File: config.mk
export PLATFORM = sky130hd
export DESIGN_NAME = aud_i2s_tx
export DESIGN_NICKNAME = d
export VERILOG_FILES = /design/src/rtl/aud_pkg.sv /design/src/rtl/aud_sample_fifo.sv /design/src/rtl/aud_i2s_tx.sv
export SDC_FILE = /design/constraint.sdc
export NUM_CORES = 1
export LEC_CHECK = 0
export BUFFER_PORTS_ARGS = -buffer_cell sky130_fd_sc_hd__buf_2
export CAP_MARGIN = 20
export CORE_UTILIZATION = 55
export DETAILED_ROUTE_END_ITERATION = 10
export GPL_ROUTABILITY_DRIVEN = 1
export GPL_TIMING_DRIVEN = 1
export PLACE_DENSITY = 0.7
export SKIP_CTS_REPAIR_TIMING = 1
export SYNTH_ARGS = -nofsm -noshare
export SYNTH_HDL_FRONTEND = slang
export SYNTH_HIERARCHICAL = 1
export SYNTH_SLANG_ARGS = --single-unit
File: constraint.sdc
create_clock -name i_AUD_BCLK -period 5.24 [get_ports i_AUD_BCLK]
set_input_delay 0.786 -clock i_AUD_BCLK [delete_from_list [all_inputs] [get_ports i_AUD_BCLK]]
set_output_delay 0.786 -clock i_AUD_BCLK [all_outputs]
set_load 0.03 [all_outputs]
File: src/rtl/aud_pkg.sv
// Shared audio-path types: sample width, sample type and the I2S transmit FSM states.
package aud_pkg;
  localparam int AUD_DATA_W = 16;

  typedef enum logic [1:0] {TX_IDLE, TX_SHIFT, TX_PAD} tx_state_t;

  typedef logic signed [AUD_DATA_W-1:0] aud_sample_t;
endpackage

File: src/rtl/aud_sample_fifo.sv
// Small synchronous sample FIFO with flush; the head word is visible combinationally on rd_data.
module aud_sample_fifo #(
  parameter int WIDTH = 16,
  parameter int DEPTH = 4,
  localparam int AW = $clog2(DEPTH),
  localparam int CW = AW + 1
) (
  input  logic             clk,
  input  logic             rst_n,
  input  logic             flush,
  input  logic             push,
  input  logic             pop,
  input  logic [WIDTH-1:0] wr_data,
  output logic [WIDTH-1:0] rd_data,
  output logic [CW-1:0]    count,
  output logic             full,
  output logic             empty
);

  logic [WIDTH-1:0] mem [DEPTH];
  logic [AW-1:0]    wr_ptr_reg;
  logic [AW-1:0]    rd_ptr_reg;
  logic [CW-1:0]    count_reg;
  logic             do_push;
  logic             do_pop;

  assign full    = (count_reg == CW'(DEPTH));
  assign empty   = (count_reg == '0);
  // A push into a full FIFO is legal only when the head leaves in the same cycle.
  assign do_pop  = pop && !empty && !flush;
  assign do_push = push && (!full || do_pop) && !flush;
  assign rd_data = mem[rd_ptr_reg];
  assign count   = count_reg;

  always_ff @(posedge clk) begin
    if (do_push) begin
      mem[wr_ptr_reg] <= wr_data;
    end
  end

  always_ff @(posedge clk or negedge rst_n) begin
    if (!rst_n) begin
      wr_ptr_reg <= '0;
      rd_ptr_reg <= '0;
      count_reg  <= '0;
    end else if (flush) begin
      wr_ptr_reg <= '0;
      rd_ptr_reg <= '0;
      count_reg  <= '0;
    end else begin
      if (do_push) wr_ptr_reg <= wr_ptr_reg + AW'(1);
      if (do_pop)  rd_ptr_reg <= rd_ptr_reg + AW'(1);
      count_reg <= count_reg + CW'(do_push) - CW'(do_pop);
    end
  end

endmodule

File: src/rtl/aud_i2s_tx.sv
// Stream-to-I2S transmitter: buffers mono samples and sends each word MSB-first on both
// channel slots of a codec-mastered DACLRCK, with deterministic underrun/overflow handling.
module aud_i2s_tx
  import aud_pkg::*;
#(
  parameter int DATA_W      = AUD_DATA_W,
  parameter int FIFO_DEPTH  = 4,
  parameter bit LEFT_ON_LOW = 1'b1
) (
  input  logic                        i_AUD_BCLK,
  input  logic                        i_rst_n,
  input  logic                        i_daclrck,
  input  logic                        i_en,
  input  logic                        i_mute,
  input  logic                        i_valid,
  input  logic [DATA_W-1:0]           i_data,
  output logic                        o_ready,
  output logic                        o_dacdat,
  output logic [$clog2(FIFO_DEPTH):0] o_fill,
  output logic                        o_underrun,
  output logic                        o_overflow
);

  localparam int   CW       = $clog2(FIFO_DEPTH) + 1;
  localparam int   CNT_W    = $clog2(DATA_W + 1);
  localparam logic LEFT_LVL = LEFT_ON_LOW ? 1'b0 : 1'b1;

  tx_state_t         state_reg, state_next;
  logic [DATA_W-1:0] shift_reg, shift_next;
  logic [DATA_W-1:0] hold_reg, hold_next;
  logic [CNT_W-1:0]  bit_cnt_reg, bit_cnt_next;
  logic              dacdat_reg, dacdat_next;
  logic              underrun_reg, underrun_next;
  logic              overflow_reg, overflow_next;
  logic              lrck_q;
  logic              en_reg;

  logic              lrck_edge, left_start, right_start;
  logic              fifo_push, fifo_pop, fifo_full, fifo_empty;
  logic [DATA_W-1:0] fifo_head, load_word;
  logic [CW-1:0]     fifo_count;

  aud_sample_fifo #(
    .WIDTH (DATA_W),
    .DEPTH (FIFO_DEPTH)
  ) u_fifo (
    .clk     (i_AUD_BCLK),
    .rst_n   (i_rst_n),
    .flush   (!i_en),
    .push    (fifo_push),
    .pop     (fifo_pop),
    .wr_data (i_data),
    .rd_data (fifo_head),
    .count   (fifo_count),
    .full    (fifo_full),
    .empty   (fifo_empty)
  );

  always_comb begin
    lrck_edge     = (i_daclrck != lrck_q);
    left_start    = lrck_edge && (i_daclrck == LEFT_LVL);
    right_start   = lrck_edge && (i_daclrck != LEFT_LVL);
    fifo_pop      = i_en && left_start && !fifo_empty;
    fifo_push     = i_en && i_valid && (!fifo_full || fifo_pop);
    underrun_next = i_en && left_start && fifo_empty;
    overflow_next = i_en && i_valid && fifo_full && !fifo_pop;
    // An empty pop repeats the previous word; mute only replaces what is shifted out.
    load_word     = i_mute ? '0 : (fifo_pop ? fifo_head : hold_reg);

    state_next   = state_reg;
    shift_next   = shift_reg;
    bit_cnt_next = bit_cnt_reg;
    dacdat_next  = dacdat_reg;
    hold_next    = fifo_pop ? fifo_head : hold_reg;

    if (!i_en) begin
      state_next   = TX_IDLE;
      dacdat_next  = 1'b0;
      bit_cnt_next = '0;
    end else if (left_start || (right_start && state_reg != TX_IDLE)) begin
      // Any accepted edge restarts the slot, aborting a word cut short by a short frame.
      state_next   = TX_SHIFT;
      dacdat_next  = load_word[DATA_W-1];
      shift_next   = {load_word[DATA_W-2:0], 1'b0};
      bit_cnt_next = CNT_W'(1);
    end else begin
      unique case (state_reg)
        TX_IDLE: dacdat_next = 1'b0;
        TX_SHIFT: begin
          if (bit_cnt_reg == CNT_W'(DATA_W)) begin
            state_next  = TX_PAD;
            dacdat_next = 1'b0;
          end else begin
            dacdat_next  = shift_reg[DATA_W-1];
            shift_next   = {shift_reg[DATA_W-2:0], 1'b0};
            bit_cnt_next = bit_cnt_reg + CNT_W'(1);
          end
        end
        TX_PAD:  dacdat_next = 1'b0;
        default: begin
          state_next  = TX_IDLE;
          dacdat_next = 1'b0;
        end
      endcase
    end
  end

  always_ff @(posedge i_AUD_BCLK or negedge i_rst_n) begin
    if (!i_rst_n) begin
      state_reg    <= TX_IDLE;
      shift_reg    <= '0;
      hold_reg     <= '0;
      bit_cnt_reg  <= '0;
      dacdat_reg   <= 1'b0;
      underrun_reg <= 1'b0;
      overflow_reg <= 1'b0;
      lrck_q       <= 1'b0;
      en_reg       <= 1'b1;
    end else begin
      state_reg    <= state_next;
      shift_reg    <= shift_next;
      hold_reg     <= hold_next;
      bit_cnt_reg  <= bit_cnt_next;
      dacdat_reg   <= dacdat_next;
      underrun_reg <= underrun_next;
      overflow_reg <= overflow_next;
      lrck_q       <= i_daclrck;
      en_reg       <= i_en;
    end
  end

  assign o_ready    = en_reg && !fifo_full;
  assign o_dacdat   = dacdat_reg;
  assign o_fill     = fifo_count;
  assign o_underrun = underrun_reg;
  assign o_overflow = overflow_reg;

endmodule

==> results of run 1 <==
cells in the mapped netlist (8+ instances only):
library cell	n	share of area, %
a21oi_1	18	1.9
and3_1	14	1.8
dfrtp_1	49	25
edfxtp_1	64	40
ha_1	8	2.1
inv_1	11	0.86
mux2_2	11	2.6
mux4_2	16	7.5
nor2_1	14	1.1
nor3_1	15	1.6
o22a_1	14	2.5
area by class of cell:
type	count	area (um2)	share of cell area [%]
clock buffers	17	414	7.39
clock inverters	15	171	3.06
inverters	11	41.3	0.737
multi-input cells	163	1480	26.4
flip-flops and latches	114	3170	56.7
well taps	105	131	2.34
repair buffers	32	190	3.39
cells by family (layout without fill, tap and decap cells):
| family | count (synthesis) | in the layout | synth area share [%] |
|---|---|---|---|
| compound gates | 38 | 38 | 5.61 |
| xor+xnor | 8 | 8 | 1.45 |
| fa+ha+maj | 9 | 9 | 2.49 |
| buf+inv | 28 | 75 | 3.56 |
| flops | 114 | 114 | 65.9 |
| mux | 35 | 35 | 12.3 |
| simple gates | 73 | 73 | 8.70 |
through the flow:
stage | power (mW) | cell area (um2) | util (%) | hold slack, ns
after floorplan | 1.22 | 4820 | - | 0.462
after global placement | 1.26 | 4980 | 59.7 | 0.473
after detailed placement | 1.27 | 4980 | 59.7 | 0.481
after CTS | 2.41 | 5570 | 66.8 | 0.401
after global routing | 2.48 | 5600 | 67.2 | 0.198
final | 2.39 | 5600 | 67.2 | 0.197
power by group:
group | internal, mW | switching [mW]
Sequential | 1.03 | 0.0345
Clock | 0.690 | 0.439
Combinational | 0.0960 | 0.0933
Total | 1.82 | 0.567
worst max-delay path by stage:
stage,from,end,depth (start not counted)
final,u_fifo/count[1],u_fifo/count[2],14
after global placement,i_en,u_fifo/count[2],14
after detailed placement,i_en,u_fifo/count[2],14
after global routing,u_fifo/count[1],u_fifo/count[2],14
after floorplan,u_fifo/count[1],u_fifo/count[2],15
after CTS,u_fifo/count[1],u_fifo/count[2],14
layer usage:
| layer | share of wire, % | wire length, um | vias up |
|---|---|---|---|
| li1 | - | - | 1218 |
| met5 | 0 | 0 | - |
| met3 | 4.0 | 326 | 8 |
| met2 | 46 | 3750 | 53 |
| met1 | 49 | 4030 | 1301 |
| met4 | 0.99 | 81 | 0 |
worst max-delay path: stages, from the launching register on:
cell and delay (ns):
dfrtp_1 0.52, nor3_1 0.12, and4bb_1 0.27, buf_4 0.28
inv_1 0.07, a21oi_1 0.17, nor3b_1 0.44, inv_1 0.09
ha_1 0.28, inv_1 0.05, ha_1 0.13, inv_1 0.05
fa_1 0.37, xnor2_1 0.16, nor2_1 0.05
==> flow_metrics.tcl, run 1 <==
set metrics [dict create \
    met3_usage_pct 7.26 \
    min_path_type "in -> async" \
    crit_path_start_kind "flip-flop" \
    synth.avg_cell_area_um2 15.8 \
    finalHoldViolCount 0 \
    syn_inst 305 \
    r2r_start "u_fifo/count[1]" \
    vias 2580 \
    nets 370 \
    async_flop_share_pct 43.9 \
    synth_seq_cells 114 \
    grt_max_degree 51 \
    pre_cts_slack_ns 1.59 \
    yosysSeqAreaShare_pct 65.9 \
    setup_violations 0 \
    r2r_slack_ns 2.06 \
    ant_nets 0 \
    cts_tree "done" \
    arrival_ns 3.56 \
    layout.cells.non_filler 457 \
    dr.pass1.iters 4 \
    grt_usage_pct 21.1 \
    initial_core_util_pct 57.8 \
    grt_util_met2_pct 30.5 \
    reg2reg_depth 14 \
    grt_busiest_layer "met2" \
    dp.final_hpwl_mm 4.94 \
    yosys_warnings 6 \
    dieHeight_um 95.6 \
    dp_cells 423 \
    insertedDiodeCount 0 \
    drt_iter0_markers 71 \
    drc 0 \
    vias_per_cell 5.65 \
    cp_max_fo 21 \
    rsz0062_at_grt "false" \
    critical_path_class "reg -> reg" \
    slew_headroom_pct 33.9 \
    io_pins 29 \
    fillerInstances 598 \
    use_met1_pct 29.1 \
    peakVddDrop_uv 358 \
    core_area_um2 8340 \
    cap_violations 0 \
    grt_pass1_vias 2659 \
    largest_reg_flops 64 \
    path_clk_slew_ns 0.06 \
    drv_slew 0 \
    fmax_ghz 0.314 \
    root_buffer "clkbuf_8" \
    worst_clock_skew_ns 0.00759 \
    required_ns 5.62 \
    powerDensity_nw_per_um2 426 \
    dieArea_um2 9140 \
    synthToLayoutAreaGrowth_pct 16.3 \
    setup_tns_ns 0 \
    antenna_found_initial 0 \
    ys.flop_type "edfxtp_1" \
    grt_first_pass_wirelength_mm 13.4 \
    reg2reg_to "u_fifo/count[2]" \
    rows 33 \
    grt-ovfl-total 0 \
    port_buffers 28 \
    drive_gt1_share_pct 29.0 \
    fin_crit_ns 3.18 \
    die_width_um 95.6 \
    period_share_pct 60.7 \
    worst_slew_pin_slew_ns 0.992 \
    status "complete, no violations" \
    synth_edf_count 64 \
    ctsHtreeMaxLevel 4 \
    layout_commonest_cell "edfxtp_1" \
    ys_types 39 \
    gp_congestion 0.703 \
    wl_per_cell_um 17.9 \
    clk_latency_ns 0.52 \
    mostFrequentLayoutCells "64 x edfxtp_1, 49 x dfrtp_1, 28 x buf_2, 18 x a21oi_1" \
    syn_nets 336 \
    cts_sinks 114 \
    drt_wl_total_mm 8.18 \
    cts.path.max_buffers 2 \
    power_leakage_nw 2.24 \
    setup_slack_ns 2.06 \
    end_kind "flip-flop" \
    cts_made_buffers 17 \
    synth_area_um2 4820 \
]
Power figures use the tool's default switching activity.
==> run 2, diff against run 1 <==
==> constraint.sdc (replaced) <==
create_clock -name i_AUD_BCLK -period 3.3 [get_ports i_AUD_BCLK]
set_input_delay 0.495 -clock i_AUD_BCLK [delete_from_list [all_inputs] [get_ports i_AUD_BCLK]]
set_output_delay 0.495 -clock i_AUD_BCLK [all_outputs]
set_load 0.03 [all_outputs]
==> run 2 against run 1 <==
Effect of this change:
- die area did not move
- via count increased by 3.2%
- worst setup slack lost 1.7 ns
- utilization rose by 0.20 points
- design area up 0.29%
- sequential cell count stayed put
- sequential share of layout area shrank 0.16 points
- clock power grew 50%
- critical endpoint unchanged
- largest cell class unchanged
==> flow_metrics.tcl, run 2 (synthesized netlist as in run 1, its figures left out) <==
set metrics [dict create \
    status "complete, no violations" \
    grt_max_degree 40 \
    drt_iter0_markers 159 \
    worst_slew_pin_slew_ns 0.931 \
    synthToLayoutAreaGrowth_pct 16.6 \
    initial_core_util_pct 57.8 \
    mostFrequentLayoutCells "64 x edfxtp_1, 49 x dfrtp_1, 28 x buf_2, 18 x a21oi_1" \
    drive_gt1_share_pct 30.6 \
    largest_reg_flops 64 \
    min_path_type "in -> async" \
    finalHoldViolCount 0 \
    dieArea_um2 9140 \
    gp_congestion 0.711 \
    period_share_pct 89.8 \
    worst_clock_skew_ns 0.00831 \
    drv_slew 0 \
    slowest_stage "and4bb_1" \
    end_kind "flip-flop" \
    grt_first_pass_wirelength_mm 14.0 \
    ctsHtreeMaxLevel 4 \
    cts.path.max_buffers 2 \
    rsz0062_at_grt "false" \
    antenna_found_initial 0 \
    setup_violations 0 \
    rows 33 \
    fmax_ghz 0.337 \
    wl_per_cell_um 18.6 \
    layout.cells.non_filler 465 \
    fillerInstances 576 \
    dp.final_hpwl_mm 5.00 \
    slew_headroom_pct 37.9 \
    core_area_um2 8340 \
    powerDensity_nw_per_um2 659 \
    ant_nets 0 \
    nets 378 \
    design_area_um2 5620 \
    dieHeight_um 95.6 \
    root_buffer "clkbuf_8" \
    dr.pass1.iters 4 \
    pre_cts_slack_ns 0.361 \
    clk_latency_ns 0.51 \
    cts_tree "done" \
    placed_area_um2 5060 \
    reg2reg_depth 14 \
    crit_path_start_kind "flip-flop" \
    dp_cells 433 \
    drc 0 \
    fin_crit_ns 2.96 \
    drt_wl_total_mm 8.67 \
    insertedDiodeCount 0 \
    cts_made_buffers 17 \
    cpPeakStageDelay_ns 0.53 \
    grt_usage_pct 21.7 \
    cts_sinks 114 \
    path_cells "nor3_1 > and4bb_1 > inv_1 > a21oi_1 > nor3b_1 > buf_4 > inv_1 > ha_1 > inv_1 > ha_1 > inv_1 > fa_1 > xnor2_1 > nor2_1" \
    io_pins 29 \
    vias_per_cell 5.72 \
    path_clk_slew_ns 0.06 \
    hold_ws_ns 0.109 \
    vias 2662 \
    setup_slack_ns 0.337 \
    cp_common_cell "inv_1" \
    cp_max_fo 8 \
    required_ns 3.69 \
    setup_tns_ns 0 \
    arrival_ns 3.36 \
    critical_path_class "reg -> reg" \
    power_leakage_nw 2.26 \
    grt-ovfl-total 0 \
    layout_commonest_cell "edfxtp_1" \
    peakVddDrop_uv 432 \
    grt_pass1_vias 2766 \
    port_buffers 28 \
    die_width_um 95.6 \
    cap_violations 0 \
]
==> run 2: metal layers <==
metal  wire length, um  global-route usage (%)  part of all wire, %
met5                 0                       0                    0
met3               408                    6.70                  4.7
met1              3790                    27.0                   44
met4               143                    8.08                  1.6
met2              4330                    35.9                   50
==> run 2: through the flow <==
step,power [mW],util [%]
6_report,3.70,67.4
2_1_floorplan,1.93,-
3_5_place_dp,2.02,60.6
3_3_place_gp,2.01,60.6
4_1_cts,3.74,67.4
5_1_grt,3.85,67.4
==> run 2: critical path, delay by kind of cell, from the launching register on <==
family	cells	cell delay, ns
AND/OR/NAND/NOR	4	0.88
XOR/XNOR	1	0.16
buffers and inverters	5	0.36
AO/OA/AOI/OAI	1	0.16
flip-flops	1	0.52
adder cells (fa/ha/maj)	3	0.75
==> run 2: worst paths after layout <==
| path | startpoint | to | slack [ns] |
|---|---|---|---|
| max reg2reg | u_fifo/count[1] | u_fifo/count[2] | 0.34 |
| min | i_rst_n | bit_cnt_reg[2] | 0.11 |
| min reg2reg | hold_reg[11] | hold_reg[11] | 0.50 |
| min in group i_AUD_BCLK | i_daclrck | lrck_q | 0.13 |
| max | u_fifo/count[1] | u_fifo/count[2] | 0.34 |
| max in group asynchronous | i_rst_n | hold_reg[12] | 2.48 |
==> run 2: final cells by class <==
cell class | count | area (um2) | area share, %
clock buffer | 17 | 414 | 7.37
multi-input combinational | 163 | 1480 | 26.3
inverter | 11 | 41.3 | 0.735
clock inverter | 15 | 148 | 2.63
tap | 105 | 131 | 2.34
timing repair buffer | 40 | 230 | 4.10
sequential | 114 | 3170 | 56.5
==> run 2: where the power goes <==
part | leakage [nW] | internal [mW] | switching [mW]
Clock | 0.274 | 1.02 | 0.684
Combinational | 0.773 | 0.156 | 0.152
Sequential | 1.22 | 1.64 | 0.0542
Total | 2.26 | 2.81 | 0.890
==> run 3, diff against run 2 <==
--- a/config.mk
+++ b/config.mk
@@ -5,8 +5,8 @@
 export SDC_FILE = /design/constraint.sdc
 export NUM_CORES = 1
 export LEC_CHECK = 0
-export BUFFER_PORTS_ARGS = -buffer_cell sky130_fd_sc_hd__buf_2
-export CAP_MARGIN = 20
+export BUFFER_PORTS_ARGS = -buffer_cell sky130_fd_sc_hd__buf_4
+export CAP_MARGIN = 10
 export CORE_UTILIZATION = 55
 export DETAILED_ROUTE_END_ITERATION = 10
 export GPL_ROUTABILITY_DRIVEN = 1
==> run 3 against run 2 <==
Effect of this change:
- largest power group unchanged
- critical endpoint unchanged
- sequential power about the same
- highest routed layer unchanged
- clock power up 4%
- fmax rose by 4.1%
- the flow now finishes with violations (negative hold slack)
==> flow_metrics.tcl, run 3 (synthesized netlist as in run 1, its figures left out) <==
set metrics [dict create \
    crit_path_start_kind "flip-flop" \
    synthToLayoutAreaGrowth_pct 18.3 \
    cpPeakStageDelay_ns 0.53 \
    rows 33 \
    path_clk_slew_ns 0.06 \
    nets 377 \
    powerDensity_nw_per_um2 664 \
    vias_per_cell 5.67 \
    design_area_um2 5700 \
    reg2reg_depth 13 \
    crit_end "u_fifo/count[2]" \
    layout.cells.non_filler 464 \
    grt_pass1_vias 2670 \
    min_path_type "in -> async" \
    fillerInstances 560 \
    setup_violations 0 \
    layout_commonest_cell "edfxtp_1" \
    hold_ws_ns -0.00356 \
    port_buffers 28 \
    drt_wl_total_mm 8.52 \
    status "finished with violations" \
    fmax_ghz 0.351 \
    cts_sinks 114 \
    largest_reg_flops 64 \
    dr.pass1.iters 4 \
    finalHoldViolCount 2 \
    r2r_slack_ns 0.45 \
    grt-ovfl-total 0 \
    slew_headroom_pct 28.4 \
    rsz0062_at_grt "false" \
    setup_tns_ns 0 \
    end_kind "flip-flop" \
    mostFrequentLayoutCells "64 x edfxtp_1, 49 x dfrtp_1, 39 x buf_4, 18 x a21oi_1" \
    cts_made_buffers 17 \
    root_buffer "clkbuf_8" \
    critical_path_class "reg -> reg" \
    peakVddDrop_uv 424 \
    dieArea_um2 9140 \
    insertedDiodeCount 0 \
    slowest_stage "dfrtp_1" \
    path_cells "nor3_1 > and4bb_1 > inv_1 > a21oi_1 > nor3b_1 > inv_1 > ha_1 > inv_1 > ha_1 > inv_1 > fa_1 > xnor2_1 > nor2_1" \
    worst_slew_pin_slew_ns 1.07 \
    worst_clock_skew_ns 0.0101 \
    cts_tree "done" \
    initial_core_util_pct 57.8 \
    gp_congestion 0.735 \
    required_ns 3.70 \
    ctsHtreeMaxLevel 4 \
    cap_violations 0 \
    fin_crit_ns 2.85 \
    reg2reg_to "u_fifo/count[2]" \
    crit_start "u_fifo/count[1]" \
    violations "negative hold slack" \
    wl_per_cell_um 18.4 \
    vias 2630 \
    grt_max_degree 51 \
    drive_gt1_share_pct 30.1 \
    drt_iter0_markers 133 \
    io_pins 29 \
    core_area_um2 8340 \
    cp_max_fo 8 \
    r2r_start "u_fifo/count[1]" \
    arrival_ns 3.25 \
    clk_latency_ns 0.52 \
    period_share_pct 86.3 \
    grt_first_pass_wirelength_mm 13.4 \
    cp_common_cell "inv_1" \
    die_width_um 95.6 \
    ant_nets 0 \
    drv_slew 0 \
    dp.final_hpwl_mm 5.06 \
    antenna_found_initial 0 \
    dieHeight_um 95.6 \
    cts.path.max_buffers 2 \
    placed_area_um2 5120 \
    power_leakage_nw 2.28 \
    drc 0 \
    dp_cells 432 \
    grt_usage_pct 21.2 \
]
[run 3: cell types whose count changed in the layout (fill, tap and decap cells not counted), sizes merged]
cell	delta
clkinv	-2
clkinvlp	+1
bufinv	+1
inv	-2
buf	-1
clkbuf	+2
[run 3: routing by layer]
metal	share of wire [%]	track usage [%]	wire, um
met3	3.6	7.26	303
met5	0	0	0
met2	49	33.8	4170
met4	1.9	9.33	159
met1	46	26.3	3880
[run 3: how the worst min path moves through the flow]
stage,start,end,slack (ns),cells after the start
floorplan,i_rst_n,bit_cnt_reg[0],0.20,0
global placement,shift_reg[14],shift_reg[14],0.47,1
detailed placement,hold_reg[9],hold_reg[9],0.48,1
CTS,i_rst_n,shift_reg[5],0.03,1
global route,i_rst_n,hold_reg[3],0.03,1
finish,i_rst_n,hold_reg[3],-0.004,1
[run 3: layout make-up]
class                           instances  area (um2)  share of cell area (%)
Multi-Input combinational cell        163        1480                    26.0
Sequential cell                       114        3170                    55.7
Tap cell                              105         131                    2.30
Inverter                               11        41.3                   0.724
Timing Repair Buffer                   39         293                    5.14
Clock buffer                           19         432                    7.57
Clock inverter                         13         149                    2.61
[run 3: power by group]
group	internal [mW]	switching, mW
logic	0.164	0.151
clock network	1.11	0.668
registers	1.64	0.0561
[run 3: stage by stage]
stage	worst slack, ns	power (mW)	utilization (%)	hold slack (ns)
5_1_grt	0.229	3.93	68.3	0.0346
3_3_place_gp	0.588	2.02	61.4	0.473
2_1_floorplan	0.261	1.93	-	0.199
6_report	0.452	3.78	68.3	-0.00356
4_1_cts	0.461	3.81	68.3	0.0269
3_5_place_dp	0.524	2.03	61.4	0.476
[run 3: critical path: cells and delay by family, from the launching register on]
kind,cells,cell delay (ns)
xor gates and xnor gates,1,0.18
adders and majority gates,3,0.80
DFF,1,0.53
buffers and inverters,4,0.25
and+or+nand+nor,4,0.82
AOI/OAI and AO/OA,1,0.16
